$ cat src/rtl/simd_pipelined_adder_if.sv
// simd_pipelined_adder_if: operand/result handshake bundle.
// master drives A/B/Ci/Sub/LaneMode/InValid/OutReady; slave drives InReady/S/Co/OutValid.
interface simd_pipelined_adder_if #(
  parameter int WIDTH = 64,
  parameter int SEG   = 16
);
  localparam int NSEG = WIDTH / SEG;

  logic [WIDTH-1:0] A;
  logic [WIDTH-1:0] B;
  logic             Ci;
  logic             Sub;
  logic [1:0]       LaneMode;
  logic             InValid;
  logic             InReady;
  logic [WIDTH-1:0] S;
  logic [NSEG-1:0]  Co;
  logic             OutValid;
  logic             OutReady;

  modport master (
    output A, B, Ci, Sub, LaneMode, InValid, OutReady,
    input  InReady, S, Co, OutValid
  );

  modport slave (
    input  A, B, Ci, Sub, LaneMode, InValid, OutReady,
    output InReady, S, Co, OutValid
  );
endinterface

$ cat src/rtl/simd_pipelined_adder.sv
// simd_pipelined_adder: SIMD add/sub, carry advances one SEG segment per stage.
// Ports: Clk, Rst (async high), io (slave: operands in, S/Co out, valid/ready both sides).
module simd_pipelined_adder #(
  parameter int WIDTH = 64,
  parameter int SEG   = 16
) (
  input logic Clk,
  input logic Rst,
  simd_pipelined_adder_if.slave io
);
  localparam int NSEG = WIDTH / SEG;
  localparam int LW   = $clog2(NSEG) + 1;

  // stage 0 is the input register; stage j computes segment j-1
  logic             v_q   [NSEG+1];
  logic [WIDTH-1:0] a_q   [NSEG+1];
  logic [WIDTH-1:0] b_q   [NSEG+1];
  logic [WIDTH-1:0] s_q   [NSEG+1];
  logic [NSEG-1:0]  co_q  [NSEG+1];
  logic             cy_q  [NSEG+1];
  logic             ci_q  [NSEG+1];
  logic             sub_q [NSEG+1];
  logic [LW-1:0]    ls_q  [NSEG+1];

  logic [WIDTH-1:0] s_d  [1:NSEG];
  logic [NSEG-1:0]  co_d [1:NSEG];
  logic             cy_d [1:NSEG];

  logic stall;

  // segments per lane, clamped to the full word
  function automatic logic [LW-1:0] lane_segs(
    input logic [1:0] m
  );
    int n;
    unique case (m)
      2'd0:    n = 1;
      2'd1:    n = 2;
      2'd2:    n = 4;
      default: n = NSEG;
    endcase
    if (n > NSEG) n = NSEG;
    return LW'(n);
  endfunction

  assign stall       = v_q[NSEG] & ~io.OutReady;
  assign io.InReady  = ~stall;
  assign io.OutValid = v_q[NSEG];
  assign io.S        = s_q[NSEG];
  assign io.Co       = co_q[NSEG];

  always_comb begin
    int            k;
    logic [LW-1:0] msk;
    logic [LW-1:0] kk;
    logic [LW-1:0] kp;
    logic          cin;
    logic [SEG:0]  sum;
    k   = 0;
    msk = '0;
    kk  = '0;
    kp  = '0;
    cin = 1'b0;
    sum = '0;
    for (int j = 1; j <= NSEG; j++) begin
      k   = j - 1;
      msk = ls_q[j-1] - LW'(1);
      kk  = LW'(k);
      kp  = LW'(k + 1);
      // lane bottom: sub forces 1, add feeds Ci to lane 0 only
      if ((kk & msk) == '0)
        cin = (k == 0) ? (sub_q[j-1] | ci_q[j-1])
                       : sub_q[j-1];
      else
        cin = cy_q[j-1];
      sum = {1'b0, a_q[j-1][k*SEG +: SEG]}
          + {1'b0, b_q[j-1][k*SEG +: SEG]}
          + {{SEG{1'b0}}, cin};
      s_d[j] = s_q[j-1];
      s_d[j][k*SEG +: SEG] = sum[SEG-1:0];
      co_d[j]    = co_q[j-1];
      co_d[j][k] = ((kp & msk) == '0) & sum[SEG];
      cy_d[j]    = sum[SEG];
    end
  end

  always_ff @(posedge Clk or posedge Rst) begin
    if (Rst) begin
      for (int j = 0; j <= NSEG; j++) begin
        v_q[j]   <= 1'b0;
        a_q[j]   <= '0;
        b_q[j]   <= '0;
        s_q[j]   <= '0;
        co_q[j]  <= '0;
        cy_q[j]  <= 1'b0;
        ci_q[j]  <= 1'b0;
        sub_q[j] <= 1'b0;
        ls_q[j]  <= '0;
      end
    end else if (!stall) begin
      v_q[0] <= io.InValid;
      if (io.InValid) begin
        a_q[0]   <= io.A;
        // subtract as A + ~B + 1
        b_q[0]   <= io.Sub ? ~io.B : io.B;
        s_q[0]   <= '0;
        co_q[0]  <= '0;
        cy_q[0]  <= 1'b0;
        ci_q[0]  <= io.Ci;
        sub_q[0] <= io.Sub;
        ls_q[0]  <= lane_segs(io.LaneMode);
      end
      for (int j = 1; j <= NSEG; j++) begin
        v_q[j]   <= v_q[j-1];
        a_q[j]   <= a_q[j-1];
        b_q[j]   <= b_q[j-1];
        s_q[j]   <= s_d[j];
        co_q[j]  <= co_d[j];
        cy_q[j]  <= cy_d[j];
        ci_q[j]  <= ci_q[j-1];
        sub_q[j] <= sub_q[j-1];
        ls_q[j]  <= ls_q[j-1];
      end
    end
  end
endmodule

$ cat src/flat_wrapper.sv
// flat-port wrapper written by rule: the top's interface ports become plain ports
module simd_pipelined_adder_flat 
#(
  parameter int WIDTH = 64,
  parameter int SEG   = 16
)
  (Clk, Rst, io_A, io_B, io_Ci, io_Sub, io_LaneMode, io_InValid, io_OutReady, io_InReady, io_S, io_Co, io_OutValid);
  simd_pipelined_adder_if #(.WIDTH(WIDTH), .SEG(SEG)) io_i ();
  input logic Clk;
  input logic Rst;
  input wire logic [$bits(io_i.A)-1:0] io_A;
  input wire logic [$bits(io_i.B)-1:0] io_B;
  input wire logic [$bits(io_i.Ci)-1:0] io_Ci;
  input wire logic [$bits(io_i.Sub)-1:0] io_Sub;
  input wire logic [$bits(io_i.LaneMode)-1:0] io_LaneMode;
  input wire logic [$bits(io_i.InValid)-1:0] io_InValid;
  input wire logic [$bits(io_i.OutReady)-1:0] io_OutReady;
  output wire logic [$bits(io_i.InReady)-1:0] io_InReady;
  output wire logic [$bits(io_i.S)-1:0] io_S;
  output wire logic [$bits(io_i.Co)-1:0] io_Co;
  output wire logic [$bits(io_i.OutValid)-1:0] io_OutValid;
  assign io_i.A = io_A;
  assign io_i.B = io_B;
  assign io_i.Ci = io_Ci;
  assign io_i.Sub = io_Sub;
  assign io_i.LaneMode = io_LaneMode;
  assign io_i.InValid = io_InValid;
  assign io_i.OutReady = io_OutReady;
  assign io_InReady = io_i.InReady;
  assign io_S = io_i.S;
  assign io_Co = io_i.Co;
  assign io_OutValid = io_i.OutValid;
  simd_pipelined_adder #(.WIDTH(WIDTH), .SEG(SEG)) u_core (.Clk(Clk), .Rst(Rst), .io(io_i));
endmodule
$ cat config.mk
export PLATFORM = sky130hd
export DESIGN_NAME = simd_pipelined_adder_flat
export DESIGN_NICKNAME = d
export VERILOG_FILES = /design/src/rtl/simd_pipelined_adder_if.sv /design/src/rtl/simd_pipelined_adder.sv /design/src/flat_wrapper.sv
export SDC_FILE = /design/constraint.sdc
export NUM_CORES = 1
export LEC_CHECK = 0
export CORE_MARGIN = 2
export CORE_UTILIZATION = 58
export DETAILED_ROUTE_END_ITERATION = 8
export DONT_BUFFER_PORTS = 1
export PLACE_DENSITY = 0.85
export SLEW_MARGIN = 40
export SYNTH_ARGS = -nofsm -noshare
export SYNTH_HDL_FRONTEND = slang
export SYNTH_SLANG_ARGS = --single-unit
$ cat constraint.sdc
create_clock -name Clk -period 24 [get_ports Clk]
set_clock_uncertainty 0.15 [all_clocks]
set_input_delay 1.2 -clock Clk [delete_from_list [all_inputs] [get_ports Clk]]
set_output_delay 1.2 -clock Clk [all_outputs]
set_load 0.005 [all_outputs]
### Yosys cells after proc, flatten, opt, wreduce, memory -nomap -nowiden

Index checks and enable logic that the tools add are counted.

| storage, ports and cells | value |
|---|---|
| input bits | 136 |
| flip-flop bits (word level) | 707 |
| word-level logic and storage cells | 73 |

| cells by class | value |
|---|---|
| bitwise gates (word level) | 9 |
| order comparisons | 1 |
| reduce and logical (&&, ||, !) cells | 9 |
| multiplexer cells | 8 |
| eq/ne operators | 1 |
| $add $sub $neg | 12 |

Operator list:

| operator | number |
|---|---|
| $add A16 B16 Y17 | 4 |
| $add A17 B1 Y17 | 4 |
| $mux W32 | 2 |
| $mux W64 | 1 |
| $not A64 Y64 | 1 |
| $gt A32 B4 Y1 const B | 1 |
| $logic_not A3 Y1 | 7 |
| $pmux W3 S2 | 1 |
| $and A1 B1 Y1 | 5 |
| $sub A2 B1 Y2 const B | 2 |
| $mux W1 | 3 |
| $mux W3 | 1 |
| $sub A3 B1 Y3 const B | 1 |
| $eq A2 B1 Y1 const B | 1 |
| $logic_not A2 Y1 | 1 |
| $not A1 Y1 | 2 |
| $reduce_and A2 Y1 | 1 |
| $or A1 B1 Y1 | 1 |
| $sub A1 B1 Y1 const B | 1 |

### Depth between registers and ports, before layout

Gate-level depths: netlist of the first run.

| depth | value |
|---|---|
| word-level depth | 6 |
| depth in mapped cells | 12 |
| mapped depth without buffers | 12 |

### Worst setup path before layout of the first run

OpenSTA, ideal clock, no wires.

| path | value |
|---|---|
| path kind | input -> output |
| from | in io_OutReady |
| to | out io_InReady |
| slack | 20.357 ns |
| data required time | 22.650 ns |
| stages | 6 |
| data arrival time | 2.293 ns |
| cell sequence | nor2b_1 -> clkbuf_1 -> inv_1 -> clkbuf_1 -> clkbuf_1 -> clkbuf_1 |

| between the ends | value |
|---|---|
| word-level cells in the longest chain between the ends | 3 |

RTL lines:

| element | line | text |
|---|---|---|
| start: declaration | flat_wrapper.sv:17 | `input wire logic [$bits(io_i.OutReady)-1:0] io_OutReady;` |
| $not A1 Y1 | simd_pipelined_adder.sv:46 | `assign stall = v_q[NSEG] & ~io.OutReady;` |
| $and A1 B1 Y1 | simd_pipelined_adder.sv:46 |  |
| $not A1 Y1 (no line) | n/a |  |
| end: declaration | flat_wrapper.sv:18 | `output wire logic [$bits(io_i.InReady)-1:0] io_InReady;` |

Every way passes these cells.

### Final worst setup path of the first run

| path | value |
|---|---|
| from | reg u_core.sub_q[4] (netlist bit) |
| to | reg u_core.cy_q[3] (netlist bit) |

| between the ends | value |
|---|---|
| word-level cells in the longest chain between the ends | 2 |

RTL lines:

| element | line | text |
|---|---|---|
| start: declaration | simd_pipelined_adder.sv:22 | `logic sub_q [NSEG+1];` |
| start signal: indexed assignment | simd_pipelined_adder.sv:121 | `sub_q[j] <= sub_q[j-1];` |
| $or A1 B1 Y1 | simd_pipelined_adder.sv:72 | `cin = (k == 0) ? (sub_q[j-1] \| ci_q[j-1])` |
| $add A17 B1 Y17 | simd_pipelined_adder.sv:78 | `+ {{SEG{1'b0}}, cin};` |
| end signal: indexed assignment | simd_pipelined_adder.sv:119 | `cy_q[j] <= cy_d[j];` |
| end: declaration | simd_pipelined_adder.sv:20 | `logic cy_q [NSEG+1];` |

Every way passes these cells.
A chain may end at the register's enable or synchronous reset.

==> impl_metrics.py, run 1 <==
metrics = {
    "floorplan": {
        "die_h_um": 201,
        "coreArea_mm2": 0.0385,
        "die_w_um": 201,
        "start_util_pct": 58.4,
        "dieArea_mm2": 0.0403,
        "pin_count": 206,
        "fp-row-count": 72,
    },
    "power_and_ir_drop": {
        "pwr-share-clk_pct": 23.8,
        "ir_drop_uv": 80.8,
        "p_leak_nw": 12.3,
        "power.switching_w": 0.00131,
        "p_seq_share_pct": 42.0,
        "power_per_cell_area_mw_per_mm2": 145,
        "combPwrFrac_pct": 34.2,
        "internal-power_w": 0.00227,
        "swShare_pct": 36.6,
    },
    "logic_synthesis": {
        "yosysUniqueCellTypes": 57,
        "synth-seq-area-share_pct": 57.3,
        "async_flop_share_pct": 100,
        "synth_seq_cells": 515,
        "netlist.top_cell.by_area": "dfrtp_1",
        "synthesis.nets": 2577,
        "syn_avg_cell_area_um2": 9.47,
        "syn_area_mm2": 0.0225,
        "synth_edf_count": 0,
        "ys_warn_count": 0,
        "ys.flop_type": "dfrtp_1",
        "synth.top_cells.by_area": "dfrtp_1 57%, nand2_1 17%, ha_1 3.4%",
        "yosys.area.top_type_share_pct": 57.3,
        "postSynthCellCount": 2372,
    },
    "routing": {
        "wl_um": 47200,
        "drc": 0,
        "drt_iter0_drc": 1246,
        "first_pass_iters": 5,
        "ant_nets": 0,
        "avgRoutedWirePerCell_um": 16.4,
        "vias_per_cell": 5.47,
        "num_vias": 15800,
    },
    "hold_path": {
        "min_path_type": "register to register",
    },
    "setup_path": {
        "path_max_fanout": 4,
        "cp.arrival_ps": 3960,
        "path_class": "register to register",
        "cpPeakStageDelay_ps": 470,
        "start_kind": "register",
        "critical_path_buf_inv_count": 0,
        "crit_path_frequent_cell": "fa_1",
        "path_cells": "or2_2 -> fa_1 -> fa_1 -> a211oi_1 -> o211ai_1 -> a41oi_1 -> o32ai_1 -> o21a_1 -> nor3_1 -> nor2_1",
        "cp.required_ps": 24290,
        "crit_slowest_cell": "a41oi_1",
        "cpLargestDelayFamily": "compound AO/OA/AOI/OAI gates",
        "endpoint_kind": "register",
    },
    "global_route": {
        "track_usage_pct": 24.1,
        "grt_pass1_vias": 15900,
        "grt-ovfl-total": 0,
        "antenna_found_initial": 5,
        "grt_pass1_wl_um": 80100,
        "grt_max_degree": 215,
    },
    "sta": {
        "finalHoldViolCount": 0,
        "setup_viol": 0,
        "fin_crit_sh_pct": 15.3,
        "rsz0062_at_grt": "no",
        "setup_ws_ps": 20330,
        "tightest_slew_ps": 726,
        "fin_setup_tns_ps": 0,
        "max_slew_margin_pct": 51.6,
        "layout_min_cycle_time_ps": 3670,
        "max_clock_freq_mhz": 272,
        "finalMaxSlewViolations": 0,
    },
    "cells_and_area": {
        "final_common_cell": "nand2_1",
        "nets": 2523,
        "fill_cells": 2886,
        "area_growth_pct": 10.1,
        "final_cell_mix": "1034 x nand2_1, 515 x dfrtp_1, 130 x o21ai_0",
        "drive_gt1_share_pct": 7.55,
        "ff_latch_area_mm2": 0.0129,
        "multi_input_area_mm2": 0.00904,
    },
    "clock_network": {
        "htree_levels": 2,
        "cts_tree": "yes",
        "clock_latency_ps": 580,
        "clkTransAtPathRegs_ps": 60,
        "cts-resized-gates": 0,
        "ctsHoldBuffers": 0,
        "cts_buffers": 51,
        "cts_num_sinks": 515,
        "clockBufferDepth": 3,
        "cts_root_buffer": "clkbuf_16",
        "post_cts_buffers": 0,
    },
    "job": {
        "maxCapViolCount": 0,
    },
    "placed_design": {
        "post-dp-hpwl_um": 30700,
        "port_buffers": 0,
        "gp_congestion": 0.854,
        "pre_cts_slack_ps": 19990,
    },
    "outcome": {
        "status": "finished, final reports clean",
    },
}
-- cells by family (layout without fill, tap and decap cells) --
group | Yosys count | after routing | share of synthesized area (%)
compound gates | 298 | 298 | 8.01
simple gates | 1165 | 1165 | 20.4
other cells | 0 | 5 | 0
buf+inv | 150 | 136 | 2.53
mux | 71 | 71 | 3.54
fa+ha+maj | 69 | 69 | 4.11
xor+xnor | 104 | 104 | 4.05
flops | 515 | 515 | 57.3
-- area by class of cell --
type / instances / share of cell area (%)
multi-input cells: 1707 / 36.5
well taps: 518 / 2.62
flip-flops and latches: 515 / 52.1
clock inverters: 19 / 1.25
inverters: 29 / 0.521
repair buffers: 14 / 0.789
diodes: 5 / 0.0506
clock buffers: 74 / 6.12
-- sequential cells by signal, indices dropped and copies added (netlist names) --
name / count
u_core.a_q: 160
u_core.b_q: 160
u_core.s_d: 96
u_core.io.S: 64
u_core.ls_q: 12
u_core.co_d: 6
u_core.io.Co: 4
u_core.sub_q: 4
u_core.v_q: 4
u_core.cy_q: 3
u_core.ci_q: 1
u_core.io.OutValid: 1
-- power by group through the flow --
| stage | logic (W) | clock network, W | registers (W) |
|---|---|---|---|
| 2_1_floorplan | 0.000972 | 0 | 0.00142 |
| 3_3_place_gp | 0.00113 | 0 | 0.00150 |
| 3_5_place_dp | 0.00120 | 0 | 0.00151 |
| 4_1_cts | 0.00122 | 0.000867 | 0.00150 |
| 5_1_grt | 0.00140 | 0.000907 | 0.00155 |
| 6_report | 0.00122 | 0.000852 | 0.00150 |
-- layer usage --
layer / share of wire (%) / vias to the layer above / track usage (%) / wire, um
li1: - / 7593 / - / -
met1: 44 / 7716 / 33.5 / 20800
met2: 48 / 356 / 38.1 / 22500
met3: 4.8 / 95 / 4.19 / 2260
met4: 3.4 / 0 / 9.47 / 1580
met5: 0 / - / 0 / 0
-- worst min-delay path: cells and delay by family, from the launching register on --
family | cells | cell delay (ps)
AND/OR/NAND/NOR | 2 | 110
flip-flops | 1 | 340
-- through the flow --
| stage | cells | instance area, um^2 | hold slack [ps] | power (W) | util [%] |
|---|---|---|---|---|---|
| floorplan | 2372 | 22500 | 280 | 0.00240 | - |
| global placement | 2781 | 22800 | 297 | 0.00263 | 59.3 |
| detailed placement | 2781 | 22800 | 303 | 0.00271 | 59.4 |
| CTS | 2874 | 24700 | 313 | 0.00359 | 64.1 |
| global route | 2880 | 24700 | 335 | 0.00385 | 64.3 |
| finish | 2881 | 24700 | 313 | 0.00358 | 64.3 |
-- Yosys cell counts, types with 2 or more instances --
cell type	n
xor2_1	21
buf_1	11
fa_1	8
ha_1	61
o21ai_0	130
or2_2	4
nor3b_1	6
mux2i_1	4
nor4b_1	2
inv_1	29
nand4_1	5
and3_1	7
nor3_1	12
xnor2_1	83
a221oi_1	2
a21oi_1	63
a21o_1	24
a211oi_1	13
nor4_1	2
o211ai_1	5
o311ai_0	2
o31ai_1	7
o21bai_1	7
or4_1	2
a211o_1	3
nor2_1	53
or3_1	2
clkbuf_1	106
o21a_1	12
a2111oi_0	2
buf_2	4
nand3_1	5
nand2_1	1035
a311o_1	2
a41oi_1	3
nor2b_1	11
a31oi_1	11
nand4b_1	3
nand2b_1	12
dfrtp_1	515
mux2_2	67
-- worst paths after layout --
kind	endpoint	start	cells after the start	slack, ps
max in group asynchronous	u_core.a_q[173]	Rst	3	21410
max	u_core.cy_q[3]	u_core.sub_q[4]	10	20330
max reg2reg	u_core.cy_q[3]	u_core.sub_q[4]	10	20330
min	u_core.a_q[224]	u_core.a_q[288]	2	310
min reg2reg	u_core.a_q[224]	u_core.a_q[288]	2	310
min in group asynchronous	u_core.io.S[4]	Rst	1	410
No activity file was read; power rests on OpenSTA's default activity.
==> run 2: changes to the inputs <==
==> constraint.sdc (replaced) <==
create_clock -name Clk -period 3.4 [get_ports Clk]
set_clock_uncertainty 0.15 [all_clocks]
set_input_delay 0.17 -clock Clk [delete_from_list [all_inputs] [get_ports Clk]]
set_output_delay 0.17 -clock Clk [all_outputs]
set_load 0.005 [all_outputs]
==> run 2 against run 1 <==
  * Clock power grew to 6.5 times the previous value
  * Sequential power increased to 7.1 times the previous value
  * Final area is 6.4% higher
  * Routed wire length up 10%
  * Fmax up 11%
  * Sequential share of layout area decreased by 3.1 points
  * Combinational power grew to 7.4 times the previous value
  * Flip-flop and latch count stayed put
  * Final cell count up 5.8%
  * Die area unchanged
  * Setup slack worse by 20000 ps
  * Register-to-register slack worse by 20000 ps
  * Largest power group unchanged
  * Highest routed layer unchanged
==> impl_metrics.py, run 2 (synthesized netlist as in run 1, its figures left out) <==
metrics = {
    "power_and_ir_drop": {
        "combPwrFrac_pct": 35.6,
        "p_leak_nw": 12.9,
        "ir_drop_uv": 565,
        "internal-power_w": 0.0158,
        "p_seq_share_pct": 42.3,
        "power.switching_w": 0.00946,
        "swShare_pct": 37.5,
        "power_per_cell_area_mw_per_mm2": 960,
        "pwr-share-clk_pct": 22.1,
    },
    "sta": {
        "fin_setup_tns_ps": 0,
        "finalHoldViolCount": 0,
        "holdWs_ps": 31.8,
        "max_slew_margin_pct": 48.5,
        "tightest_slew_ps": 773,
        "layout_min_cycle_time_ps": 3310,
        "setup_viol": 0,
        "finalMaxSlewViolations": 0,
        "max_clock_freq_mhz": 302,
        "fin_crit_sh_pct": 97.4,
    },
    "routing": {
        "num_vias": 16800,
        "drc": 0,
        "ant_nets": 0,
        "first_pass_iters": 5,
        "vias_per_cell": 5.52,
        "avgRoutedWirePerCell_um": 17.0,
        "drt_iter0_drc": 1168,
        "wl_um": 51900,
    },
    "outcome": {
        "status": "finished, final reports clean",
    },
    "clock_network": {
        "htree_levels": 2,
        "clkTransAtPathRegs_ps": 60,
        "cts_num_sinks": 515,
        "cts_buffers": 51,
        "cts_root_buffer": "clkbuf_16",
        "cts_tree": "yes",
        "clockBufferDepth": 3,
        "clock_latency_ps": 590,
    },
    "global_route": {
        "grt_pass1_vias": 17200,
        "grt_max_degree": 156,
        "track_usage_pct": 26.2,
        "grt_pass1_wl_um": 86500,
        "grt-ovfl-total": 0,
        "antenna_found_initial": 1,
    },
    "hold_path": {
        "min_path_type": "input port to register",
    },
    "setup_path": {
        "reg2reg_to": "u_core.s_d[44]",
        "endpoint": "u_core.s_d[44]",
        "ff2ff_path_depth": 11,
        "crit-reg2reg-launch": "u_core.ls_q[6]",
        "cp.arrival_ps": 3680,
        "path_max_fanout": 3,
        "reg2reg_setup_slack_ps": 90,
        "path_class": "register to register",
        "critPathLaunch": "u_core.ls_q[6]",
        "start_kind": "register",
        "endpoint_kind": "register",
        "cp.required_ps": 3770,
    },
    "cells_and_area": {
        "nets": 2698,
        "drive_gt1_share_pct": 7.59,
        "final_common_cell": "nand2_1",
        "final_util_pct": 68.4,
        "final_cell_mix": "1034 x nand2_1, 515 x dfrtp_1, 157 x dlygate4sd3_1",
        "area_growth_pct": 17.1,
        "final_cell_area_mm2": 0.0263,
    },
    "floorplan": {
        "fp-row-count": 72,
        "die_h_um": 201,
        "start_util_pct": 58.4,
        "pin_count": 206,
        "die_w_um": 201,
        "coreArea_mm2": 0.0385,
        "dieArea_mm2": 0.0403,
    },
    "placed_design": {
        "port_buffers": 0,
        "place_area_mm2": 0.0230,
        "gp_congestion": 0.863,
        "post-dp-hpwl_um": 31500,
    },
    "job": {
        "maxCapViolCount": 0,
    },
}
==> run 2: repair_timing <==
action / in CTS / in global routing
setup buffers: 0 / 0
setup endpoints to repair: 0 / 8
hold buffers: 158 / 0
gates resized for setup: 0 / 5
hold endpoints to repair: 293 / 0
==> run 2: power groups by stage <==
stage	combinational (W)	clock [W]	sequential, W
6_report	0.00900	0.00558	0.0107
5_1_grt	0.0102	0.00592	0.0109
4_1_cts	0.00884	0.00566	0.0106
3_5_place_dp	0.00854	0	0.0107
3_3_place_gp	0.00814	0	0.0106
2_1_floorplan	0.00686	0	0.0101
==> run 2: stage by stage <==
stage | setup WS, ps | std cells | power (W)
6_report | 87.0 | 3048 | 0.0253
5_1_grt | -20.8 | 3048 | 0.0271
4_1_cts | 3.01 | 3045 | 0.0251
3_5_place_dp | 55.3 | 2799 | 0.0192
3_3_place_gp | 145 | 2799 | 0.0187
2_1_floorplan | -3910 | 2372 | 0.0169
==> run 2: how the worst min path moves through the flow <==
stage                     depth (start not counted)         endpoint           start
after floorplan                                   1  u_core.ls_q[12]  io_LaneMode[1]
after global placement                            1   u_core.io.S[2]             Rst
after detailed placement                          1   u_core.io.S[2]             Rst
after CTS                                         3  u_core.b_q[311]          io_Sub
after global routing                              3  u_core.b_q[310]          io_Sub
final                                             3  u_core.b_q[309]          io_Sub
==> run 2: worst max-delay path, stage by stage, from the launching register on <==
cell	delay, ps
dfrtp_1	410
ha_1	320
mux2i_1	140
fa_1	420
fa_2	370
nor2b_1	110
o21ai_0	120
a21o_1	220
a21oi_2	170
a21oi_1	100
or4b_2	630
nand3_1	90
==> run 2: layout make-up <==
type	instances	area, um^2
sequential	515	12900
multi-input combinational	1707	9060
tap	518	648
fill	2717	12100
timing repair buffer	189	1970
antenna	2	5.00
clock buffer	73	1450
clock inverter	15	185
inverter	29	120
==> run 2: per-layer routing <==
metal	part of all wire [%]	routed length [um]	GRT usage, %
met5	0	0	0
met4	3.9	2020	11.7
met3	4.9	2530	4.58
met2	49	25400	43.2
met1	42	22000	34.5
==> run 3: changes to the inputs <==
--- a/config.mk
+++ b/config.mk
@@ -5,6 +5,7 @@
 export SDC_FILE = /design/constraint.sdc
 export NUM_CORES = 1
 export LEC_CHECK = 0
+export ABC_AREA = 1
 export CORE_MARGIN = 2
 export CORE_UTILIZATION = 58
 export DETAILED_ROUTE_END_ITERATION = 8
==> run 3 against run 2 <==
  * Largest cell class unchanged
  * Flip-flop and latch count is the same
  * Critical endpoint is now u_core.ls_q[12]
  * Clock-buffer cell count is 5 lower
  * Critical path depth is 3 lower
  * Die area increased by 4.6%
  * Highest routed layer unchanged
  * Global-route usage up 1.0 points
==> impl_metrics.py, run 3 <==
metrics = {
    "outcome": {
        "status": "finished, final reports clean",
    },
    "power_and_ir_drop": {
        "ir_drop_uv": 584,
        "total_power_w": 0.0251,
        "power.switching_w": 0.00983,
        "power_per_cell_area_mw_per_mm2": 915,
        "swShare_pct": 39.2,
        "pwr-share-clk_pct": 22.1,
        "internal-power_w": 0.0152,
        "combPwrFrac_pct": 36.2,
        "p_seq_share_pct": 41.7,
        "p_leak_nw": 14.4,
    },
    "logic_synthesis": {
        "synth.area.mux_share_pct": 0,
        "synth_top_family_by_area": "simple AND/OR/NAND/NOR gates",
        "ys.flop_type": "dfrtp_1",
        "synth_seq_cells": 515,
        "synthesis.nets": 3087,
        "yosys.area_share.adder_pct": 3.92,
        "synth_compound_area_share_pct": 6.08,
        "yosysUniqueCellTypes": 31,
        "postSynthCellCount": 2882,
        "yosys.area.top_type_share_pct": 54.8,
        "synth.top_cells.by_area": "dfrtp_1 55%, nand2_1 22%, o21ai_0 4.9%",
        "yosys.cell_count.top_type": "nand2_1",
        "synthSimpleGateAreaFrac_pct": 26.0,
        "netlist.top_cell.by_area": "dfrtp_1",
        "synth_xor_xnor_area_share_pct": 2.57,
        "synth_common_cells": "1370 x nand2_1, 515 x dfrtp_1, 259 x inv_1",
        "syn_area_mm2": 0.0235,
        "syn_avg_cell_area_um2": 8.16,
        "synth_edf_count": 0,
        "synth-seq-area-share_pct": 54.8,
        "async_flop_share_pct": 100,
        "ys_warn_count": 0,
    },
    "setup_path": {
        "path_max_fanout": 100,
        "cp.required_ps": 3720,
        "path_class": "register to register",
        "start_kind": "register",
        "endpoint_kind": "register",
        "ff2ff_path_depth": 8,
        "cp.arrival_ps": 3410,
    },
    "sta": {
        "setup_viol": 0,
        "layout_min_cycle_time_ps": 3080,
        "setup_ws_ps": 317,
        "finalHoldViolCount": 0,
        "max_slew_margin_pct": 48.7,
        "finalMaxSlewViolations": 0,
        "fin_crit_sh_pct": 90.7,
        "rsz0062_at_grt": "no",
        "tightest_slew_ps": 770,
        "max_clock_freq_mhz": 324,
        "fin_setup_tns_ps": 0,
    },
    "placed_design": {
        "port_buffers": 0,
        "gp_congestion": 0.886,
        "place_area_mm2": 0.0240,
        "pre_cts_slack_ps": 656,
        "post-dp-hpwl_um": 35800,
        "dp_cells": 3314,
    },
    "floorplan": {
        "die_w_um": 205,
        "start_util_pct": 58.9,
        "die_h_um": 205,
        "fp-row-count": 73,
        "pin_count": 206,
        "coreArea_mm2": 0.0399,
        "dieArea_mm2": 0.0422,
    },
    "cells_and_area": {
        "ff_latch_area_mm2": 0.0129,
        "multi_input_area_mm2": 0.00909,
        "final_common_cell": "nand2_1",
        "fill_cells": 3051,
        "nets": 3222,
        "area_growth_pct": 16.3,
        "final_cell_area_mm2": 0.0274,
        "stdcell_count": 3575,
        "drive_gt1_share_pct": 3.81,
        "final_cell_mix": "1370 x nand2_1, 515 x dfrtp_1, 258 x inv_1",
    },
    "clock_network": {
        "cts_root_buffer": "clkbuf_16",
        "clockBufferDepth": 3,
        "cts_num_sinks": 515,
        "post_cts_buffers": 0,
        "cts_buffers": 51,
        "clock_latency_ps": 590,
        "cts_tree": "yes",
        "htree_levels": 2,
        "clkTransAtPathRegs_ps": 60,
    },
    "global_route": {
        "grt_max_degree": 226,
        "grt_pass1_wl_um": 92100,
        "antenna_found_initial": 3,
        "grt-ovfl-total": 0,
        "track_usage_pct": 27.3,
        "grt_pass1_vias": 18700,
    },
    "hold_path": {
        "min_path_type": "input port to register",
        "min_path_cells": 3,
    },
    "routing": {
        "first_pass_iters": 6,
        "drc": 0,
        "wl_met1_um": 23000,
        "ant_nets": 0,
        "drt_iter0_drc": 1599,
        "wl_um": 55900,
        "vias_per_cell": 5.23,
        "avgRoutedWirePerCell_um": 15.6,
        "wl_met2_um": 28300,
        "routed-wl-met3_um": 2610,
        "top_layer_used": "met4",
        "num_vias": 18700,
    },
    "job": {
        "maxCapViolCount": 0,
    },
}
## run 3: changes by cell type after synthesis, sizes merged, moves of 24 or more
cell / before / now
o21ai: 130 / 233
nand2: 1035 / 1371
clkbuf: 106 / 47
inv: 29 / 261
mux2: 67 / 0
buf: 15 / 72
a21o: 24 / 0
nand3: 5 / 87
a21oi: 63 / 36
## run 3: metrics by stage
| stage | hold WS [ps] | util (%) |
|---|---|---|
| 2_1_floorplan | 120 | - |
| 3_3_place_gp | 78.5 | 60.0 |
| 3_5_place_dp | 89.8 | 60.0 |
| 4_1_cts | 5.47 | 68.4 |
| 5_1_grt | 62.2 | 68.6 |
| 6_report | 38.0 | 68.6 |
## run 3: path summary, 6_finish.rpt
kind / slack [ps] / endpoint / from
setup / recovery: 320 / u_core.ls_q[12] / u_core.io.OutValid
hold / removal: 40 / u_core.b_q[285] / io_Sub
setup reg to reg: 320 / u_core.ls_q[12] / u_core.io.OutValid
hold reg to reg: 320 / u_core.io.S[4] / u_core.s_d[4]
max in group asynchronous: 1570 / u_core.b_q[220] / Rst
min in group asynchronous: 480 / u_core.b_q[316] / Rst
## run 3: cell families after synthesis
logic type                 count (synthesis)
and+or+nand+nor                         1567
DFF                                      515
buffers and inverters                    380
AOI/OAI and AO/OA                        282
xor gates and xnor gates                  69
adders and majority gates                 69
## run 3: area by class of cell
cell class / instances / area share [%]
Timing Repair Buffer: 201 / 7.82
Tap cell: 525 / 2.40
Inverter: 261 / 3.62
Multi-Input combinational cell: 1987 / 33.2
Antenna cell: 2 / 0.0183
Clock inverter: 16 / 0.713
Clock buffer: 68 / 5.15
Sequential cell: 515 / 47.1
## run 3: routing by layer
| layer | up-vias | track usage [%] |
|---|---|---|
| met5 | - | 0 |
| met4 | 0 | 10.5 |
| met3 | 107 | 4.81 |
| met2 | 451 | 47.6 |
| met1 | 9006 | 33.9 |
| li1 | 9124 | - |
## run 3: power groups by stage
stage          Clock, W  Combinational [W]  Sequential (W)
4_1_cts         0.00561            0.00899          0.0104
3_5_place_dp          0            0.00859          0.0105
6_report        0.00553            0.00908          0.0105
2_1_floorplan         0            0.00679         0.00990
5_1_grt         0.00590             0.0105          0.0107
3_3_place_gp          0            0.00826          0.0104
## run 3: worst max-delay path, stage by stage, from the launching register on
cell and delay (ps):
dfrtp_1 400, inv_1 100, nor2_4 110, inv_8 380, nand2_8 330, inv_2 510
buf_12 290, o22ai_1 110, dlygate4sd3_1 570
## run 3: timing repair
action,in CTS,in global routing
resized for setup,0,1
endpoints found under the setup margin,0,1
endpoints found under the hold margin,311,8
hold buffers,172,1
